File: config.mk
export PLATFORM = sky130hd
export DESIGN_NAME = matriz_varredura_flat
export DESIGN_NICKNAME = d
export VERILOG_FILES = /design/src/rtl/matriz_varredura_if.sv /design/src/rtl/matriz_varredura.sv /design/src/flat_wrapper.sv
export SDC_FILE = /design/constraint.sdc
export NUM_CORES = 1
export LEC_CHECK = 0
export CORE_ASPECT_RATIO = 1.4
export CORE_MARGIN = 1
export CORE_UTILIZATION = 35
export DETAILED_ROUTE_END_ITERATION = 6
export HOLD_SLACK_MARGIN = 0.02
export PLACE_DENSITY = 0.56
export SLEW_MARGIN = 30
export SYNTH_ARGS = -nofsm -noshare
export SYNTH_HDL_FRONTEND = slang
export SYNTH_SLANG_ARGS = --single-unit
File: constraint.sdc
create_clock -name clk -period 2.7 [get_ports clk]
set_input_delay 0.405 -clock clk [delete_from_list [all_inputs] [get_ports clk]]
set_output_delay 0.405 -clock clk [all_outputs]
set_load 0.005 [all_outputs]
File: src/rtl/matriz_varredura_if.sv
// Frame-load handshake and row/column drive bundle for the 7x5 LED matrix scanner.
interface matriz_varredura_if;
    logic        en;
    logic        load;
    logic [34:0] frame_in;
    logic        ready;
    logic        A;
    logic        B;
    logic        C;
    logic [4:0]  col;
    logic        frame_done;

    modport master (
        output en, load, frame_in,
        input  ready, A, B, C, col, frame_done
    );

    modport slave (
        input  en, load, frame_in,
        output ready, A, B, C, col, frame_done
    );
endinterface

File: src/rtl/matriz_varredura.sv
// Row-scan controller for a 7x5 LED matrix: blanking before every row, double-buffered
// frames swapped only at frame boundaries (or immediately while idle).
module matriz_varredura #(
    parameter int DIV   = 8,
    parameter int BLANK = 2
) (
    input  logic             clk,
    input  logic             rst,
    matriz_varredura_if.slave bus
);

    localparam int CW = (DIV > 1) ? $clog2(DIV) : 1;
    localparam logic [CW-1:0] CNT_LAST   = CW'(DIV - 1);
    localparam logic [CW-1:0] BLANK_LAST = CW'(BLANK - 1);
    localparam logic [CW-1:0] CNT_ONE    = CW'(1);

    typedef enum logic [1:0] {
        ST_IDLE  = 2'd0,
        ST_BLANK = 2'd1,
        ST_SHOW  = 2'd2
    } state_t;

    state_t        state_r, state_nx_s;
    logic [CW-1:0] cnt_r, cnt_nx_s;
    logic [2:0]    row_r, row_nx_s;
    logic [34:0]   active_r, shadow_r, active_nx_s;
    logic          pending_r;
    logic          frame_end_s, swap_s, accept_s;
    logic [2:0]    abc_r, abc_nx_s;
    logic [4:0]    col_r, col_nx_s;
    logic          done_r, done_nx_s;

    // Row k lives in bits [5(k-1)+4 : 5(k-1)]; bit 4 of the slice is column 1.
    function automatic logic [4:0] row_slice(input logic [34:0] f, input logic [2:0] r);
        logic [4:0] s;
        case (r)
            3'd1:    s = f[4:0];
            3'd2:    s = f[9:5];
            3'd3:    s = f[14:10];
            3'd4:    s = f[19:15];
            3'd5:    s = f[24:20];
            3'd6:    s = f[29:25];
            3'd7:    s = f[34:30];
            default: s = 5'd0;
        endcase
        return s;
    endfunction

    assign frame_end_s = (state_r == ST_SHOW) && (row_r == 3'd7) && (cnt_r == CNT_LAST);
    // Swap wins over a same-cycle load because the load needs pending clear.
    assign swap_s      = pending_r && (frame_end_s || (state_r == ST_IDLE));
    assign accept_s    = bus.load && !pending_r;
    assign active_nx_s = swap_s ? shadow_r : active_r;

    // State, counter and row register.
    always_ff @(posedge clk) begin
        if (rst) begin
            state_r <= ST_IDLE;
            cnt_r   <= '0;
            row_r   <= 3'd1;
        end else begin
            state_r <= state_nx_s;
            cnt_r   <= cnt_nx_s;
            row_r   <= row_nx_s;
        end
    end

    // Next-state logic; losing en abandons the row and returns to idle.
    always_comb begin
        state_nx_s = state_r;
        cnt_nx_s   = cnt_r;
        row_nx_s   = row_r;
        case (state_r)
            ST_IDLE: begin
                cnt_nx_s = '0;
                row_nx_s = 3'd1;
                if (bus.en) begin
                    state_nx_s = ST_BLANK;
                end else begin
                    state_nx_s = ST_IDLE;
                end
            end
            ST_BLANK: begin
                if (!bus.en) begin
                    state_nx_s = ST_IDLE;
                    cnt_nx_s   = '0;
                    row_nx_s   = 3'd1;
                end else if (cnt_r == BLANK_LAST) begin
                    state_nx_s = ST_SHOW;
                    cnt_nx_s   = cnt_r + CNT_ONE;
                end else begin
                    state_nx_s = ST_BLANK;
                    cnt_nx_s   = cnt_r + CNT_ONE;
                end
            end
            ST_SHOW: begin
                if (!bus.en) begin
                    state_nx_s = ST_IDLE;
                    cnt_nx_s   = '0;
                    row_nx_s   = 3'd1;
                end else if (cnt_r == CNT_LAST) begin
                    state_nx_s = ST_BLANK;
                    cnt_nx_s   = '0;
                    if (row_r == 3'd7) begin
                        row_nx_s = 3'd1;
                    end else begin
                        row_nx_s = row_r + 3'd1;
                    end
                end else begin
                    state_nx_s = ST_SHOW;
                    cnt_nx_s   = cnt_r + CNT_ONE;
                end
            end
            default: begin
                state_nx_s = ST_IDLE;
                cnt_nx_s   = '0;
                row_nx_s   = 3'd1;
            end
        endcase
    end

    // Output decode from the upcoming state so the registered outputs line up with it.
    always_comb begin
        abc_nx_s  = 3'b111;
        col_nx_s  = 5'd0;
        done_nx_s = 1'b0;
        case (state_nx_s)
            ST_SHOW: begin
                abc_nx_s  = 3'd7 - row_nx_s;
                col_nx_s  = row_slice(active_nx_s, row_nx_s);
                done_nx_s = (row_nx_s == 3'd7) && (cnt_nx_s == CNT_LAST);
            end
            default: begin
                abc_nx_s  = 3'b111;
                col_nx_s  = 5'd0;
                done_nx_s = 1'b0;
            end
        endcase
    end

    // Output registers.
    always_ff @(posedge clk) begin
        if (rst) begin
            abc_r  <= 3'b111;
            col_r  <= 5'd0;
            done_r <= 1'b0;
        end else begin
            abc_r  <= abc_nx_s;
            col_r  <= col_nx_s;
            done_r <= done_nx_s;
        end
    end

    // Frame double buffer and pending flag.
    always_ff @(posedge clk) begin
        if (rst) begin
            active_r  <= 35'd0;
            shadow_r  <= 35'd0;
            pending_r <= 1'b0;
        end else if (swap_s) begin
            active_r  <= shadow_r;
            pending_r <= 1'b0;
        end else if (accept_s) begin
            shadow_r  <= bus.frame_in;
            pending_r <= 1'b1;
        end
    end

    assign bus.ready      = ~pending_r;
    assign bus.A          = abc_r[2];
    assign bus.B          = abc_r[1];
    assign bus.C          = abc_r[0];
    assign bus.col        = col_r;
    assign bus.frame_done = done_r;

endmodule
File: src/flat_wrapper.sv
// flat-port wrapper written by rule: the top's interface ports become plain ports
module matriz_varredura_flat 
#(
    parameter int DIV   = 8,
    parameter int BLANK = 2
)
  (clk, rst, bus_en, bus_load, bus_frame_in, bus_ready, bus_A, bus_B, bus_C, bus_col, bus_frame_done);
  matriz_varredura_if bus_i ();
  input  logic clk;
  input  logic rst;
  input wire logic [$bits(bus_i.en)-1:0] bus_en;
  input wire logic [$bits(bus_i.load)-1:0] bus_load;
  input wire logic [$bits(bus_i.frame_in)-1:0] bus_frame_in;
  output wire logic [$bits(bus_i.ready)-1:0] bus_ready;
  output wire logic [$bits(bus_i.A)-1:0] bus_A;
  output wire logic [$bits(bus_i.B)-1:0] bus_B;
  output wire logic [$bits(bus_i.C)-1:0] bus_C;
  output wire logic [$bits(bus_i.col)-1:0] bus_col;
  output wire logic [$bits(bus_i.frame_done)-1:0] bus_frame_done;
  assign bus_i.en = bus_en;
  assign bus_i.load = bus_load;
  assign bus_i.frame_in = bus_frame_in;
  assign bus_ready = bus_i.ready;
  assign bus_A = bus_i.A;
  assign bus_B = bus_i.B;
  assign bus_C = bus_i.C;
  assign bus_col = bus_i.col;
  assign bus_frame_done = bus_i.frame_done;
  matriz_varredura #(.DIV(DIV), .BLANK(BLANK)) u_core (.clk(clk), .rst(rst), .bus(bus_i));
endmodule
==> run summary <==
# DRC = 0
Slowest CP cell = o21ai_4
Max-slew violations = 0
RSZ-0062 raised after global routing = no
Clock Pin Slew Worst Setup and Hold Paths = 60 ps
PD cells = 608 mW/mm2
Sequential area share after synthesis = 0.480
Initial core utilization = 0.365
Synth Warn # = 0
Gr usage total = 0.179
Post-route design area = 0.00457 mm2
CTS root buffer = clkbuf_16
Number of synthesized flops with an enable pin = 0
Post-Synthesis Cells = 436
Clock skew = 4.35 ps
CTS Sinks = 88
Static leakage = 1.75 nW
Startpoint types = register
DIE AREA = 0.0109 mm2
Inserted Clock Buffers = 9
HP Class = register to register
Via count of the first global-routing pass = 3108
Crit-path leading delay family = compound AO/OA/AOI/OAI gates
Top FF cell, synth = dfxtp_1
Post-Syn Area = 0.00367 mm2
Core area = 0.0101 mm2
Reg area = 0.00176 mm2
Ratio of cells with drive above 1 in the final layout = 0.0723
Crit-path max FO = 17
TritonCTS clock tree = done
DRT Pass-1 Iters = 4
IO Pins = 49
Cells along the critical path = ha_1 > ha_1 > and3_1 > o21ai_4 > buf_4 > mux2i_1 > o22a_1 > a31oi_1
Ys async rst share = 0
Largest net degree at the start of global routing = 76
Placer Congestion = 0.941
WS Path Type = register to register
Antenna Cells = 0
Max Clock Freq = 0.399 GHz
WL/cell = 14.1 um
CP max stage delay = 400 ps
Post-CTS setup buffers = 0
Critical Path Sink Type = register
DP Wirelength = 6300 um
CP bufs+invs = 1
Wl on met1 = 3890 um
Total power = 2.78 mW
Setup Total Neg Slack = 0 ps
Die Span X = 88.6 um
Peak supply drop = 0.285 mV
Met3 wire length = 310 um
Detailed-route via count = 3086
Final setup violation count = 0
Placed Instances = 605
Hold Fails Final Rpt = 0
Final wirelength = 8730 um
Area growth from synthesis to layout = 24.4%
Final ANT Viol Nets = 0
DP Area = 0.00429 mm2
Wire length of the first global-routing pass = 14800 um
Flops & latches, synth = 88
Nets = 529
Worst Max-Slew Pin Slew = 801 ps
MaxCap Viol Count = 0
Post-cts resize count = 0
Tmin final = 2510 ps
Num rows = 43
Final core utilization = 0.454
Worst skew pair latency = 330 ps
DR iter-0 viols = 233
Netlist cell types = 44
Initial antenna violation count = 0
Vias per Instance = 4.99
Average cell area after synthesis = 8.42 um2
Final period util = 0.928
Area used by multi-input combinational logic = 0.00177 mm2
Met2 wire length = 4340 um
Crit path required time = 2890 ps
IO Port Bufs = 48
H-tree Lvls = 3
Most used cell along the critical path = ha_1
Hold buffers post-CTS = 0
Die Ht = 123 um
CP arrival = 2690 ps
Post-Syn Nets = 484
DR top layer = met4
Slew headroom = 0.466
Filler cells = 1004
Status = completed
Final non-filler cell total = 619
Total grt overflow = 0
Clock Path Buffers = 2
==> cells in the mapped netlist, types with 9 or more instances <==
library cell,instances,area share
nand2_1,100,0.10
dfxtp_1,88,0.48
a21oi_1,58,0.079
nor2_1,41,0.042
mux2i_1,25,0.068
clkbuf_1,16,0.016
nand3_1,13,0.018
o21ai_0,13,0.018
ha_1,9,0.031
==> worst register-to-register path: stages, from the launching register on <==
cell and delay, ps:
dfxtp_1 340, ha_1 210, ha_1 220, and3_1 210, o21ai_4 400, buf_4 390, mux2i_1 330, o22a_1 190
a31oi_1 80
==> state kept, by name, summed over array words and instances, names as in the netlist <==
signal	flops
u_core.abc_r	3
u_core.active_r	35
u_core.bus.frame_done	1
u_core.cnt_r	3
u_core.row_r	3
u_core.state_r	2
u_core.shadow_r	35
u_core.pending_r	1
u_core.bus.col	5
==> cell usage in the layout, fill, tap and decap left out, types with 2 or more instances in the layout <==
cell type,netlist,layout
o21ai_0,13,13
a21boi_2,2,2
clkbuf_16,0,9
o21a_1,2,2
clkdlybuf4s50_1,0,47
clkbuf_1,16,2
a31oi_1,5,5
inv_1,5,5
nor3_1,4,4
nor2_1,41,41
nor4_1,5,5
nand3_1,13,13
o22a_1,5,5
ha_1,9,9
nand4_1,2,2
clkbuf_8,0,3
mux2i_1,25,25
or2b_1,5,5
and3_1,3,3
nor2b_1,3,2
dfxtp_1,88,88
nand2b_1,2,2
o21ai_1,2,2
nand2_1,100,100
buf_4,2,10
a21oi_1,58,58
==> path summary, 6_finish.rpt <==
check                                                  endpoint  slack [ps]  cells after the start                       startpoint
worst max-delay path               u_core.bus.col[4]$_SDFF_PP0_         190                      8       u_core.row_r[0]$_SDFF_PP1_
worst min-delay path            u_core.shadow_r[1]$_SDFFE_PP0P_         450                      2  u_core.shadow_r[1]$_SDFFE_PP0P_
worst max register to register     u_core.bus.col[4]$_SDFF_PP0_         190                      8       u_core.row_r[0]$_SDFF_PP1_
worst min register to register  u_core.shadow_r[1]$_SDFFE_PP0P_         450                      2  u_core.shadow_r[1]$_SDFFE_PP0P_
==> routing by layer <==
layer  global-route usage  up-vias
li1                     -     1576
met1                0.221     1420
met2                0.298       72
met3               0.0367       18
met4               0.0776        0
met5                    0        -
==> logic make-up (layout without fill, tap and decap cells) <==
kind of cell,Yosys count,count (layout),synth area share
DFF,88,88,0.480
buffers and inverters,30,78,0.0399
AOI/OAI and AO/OA,93,93,0.145
muxes,26,26,0.0723
adders and majority gates,9,9,0.0307
and+or+nand+nor,190,190,0.233
==> stage by stage <==
stage                     hold WS (ps)  setup slack [ps]
final                              454               195
after global routing               471              39.5
after CTS                          457               157
after detailed placement           449               139
after global placement             444               224
after floorplan                    433               666
==> final cells by class <==
type                            count  share of cell area
Multi-Input combinational cell    318               0.388
Sequential cell                    88               0.386
Timing Repair Buffer               59               0.125
Clock buffer                       14              0.0600
Tap cell                          135              0.0370
Inverter                            5             0.00411
==> power breakdown <==
group	total (mW)	switching (mW)	leakage [nW]	internal, mW
sequential	1.38	0.0292	0.716	1.35
combinational	0.254	0.135	0.902	0.119
clock	1.15	0.459	0.135	0.689
total	2.78	0.623	1.75	2.15
Note: power is estimated with default switching activity, not from simulation.
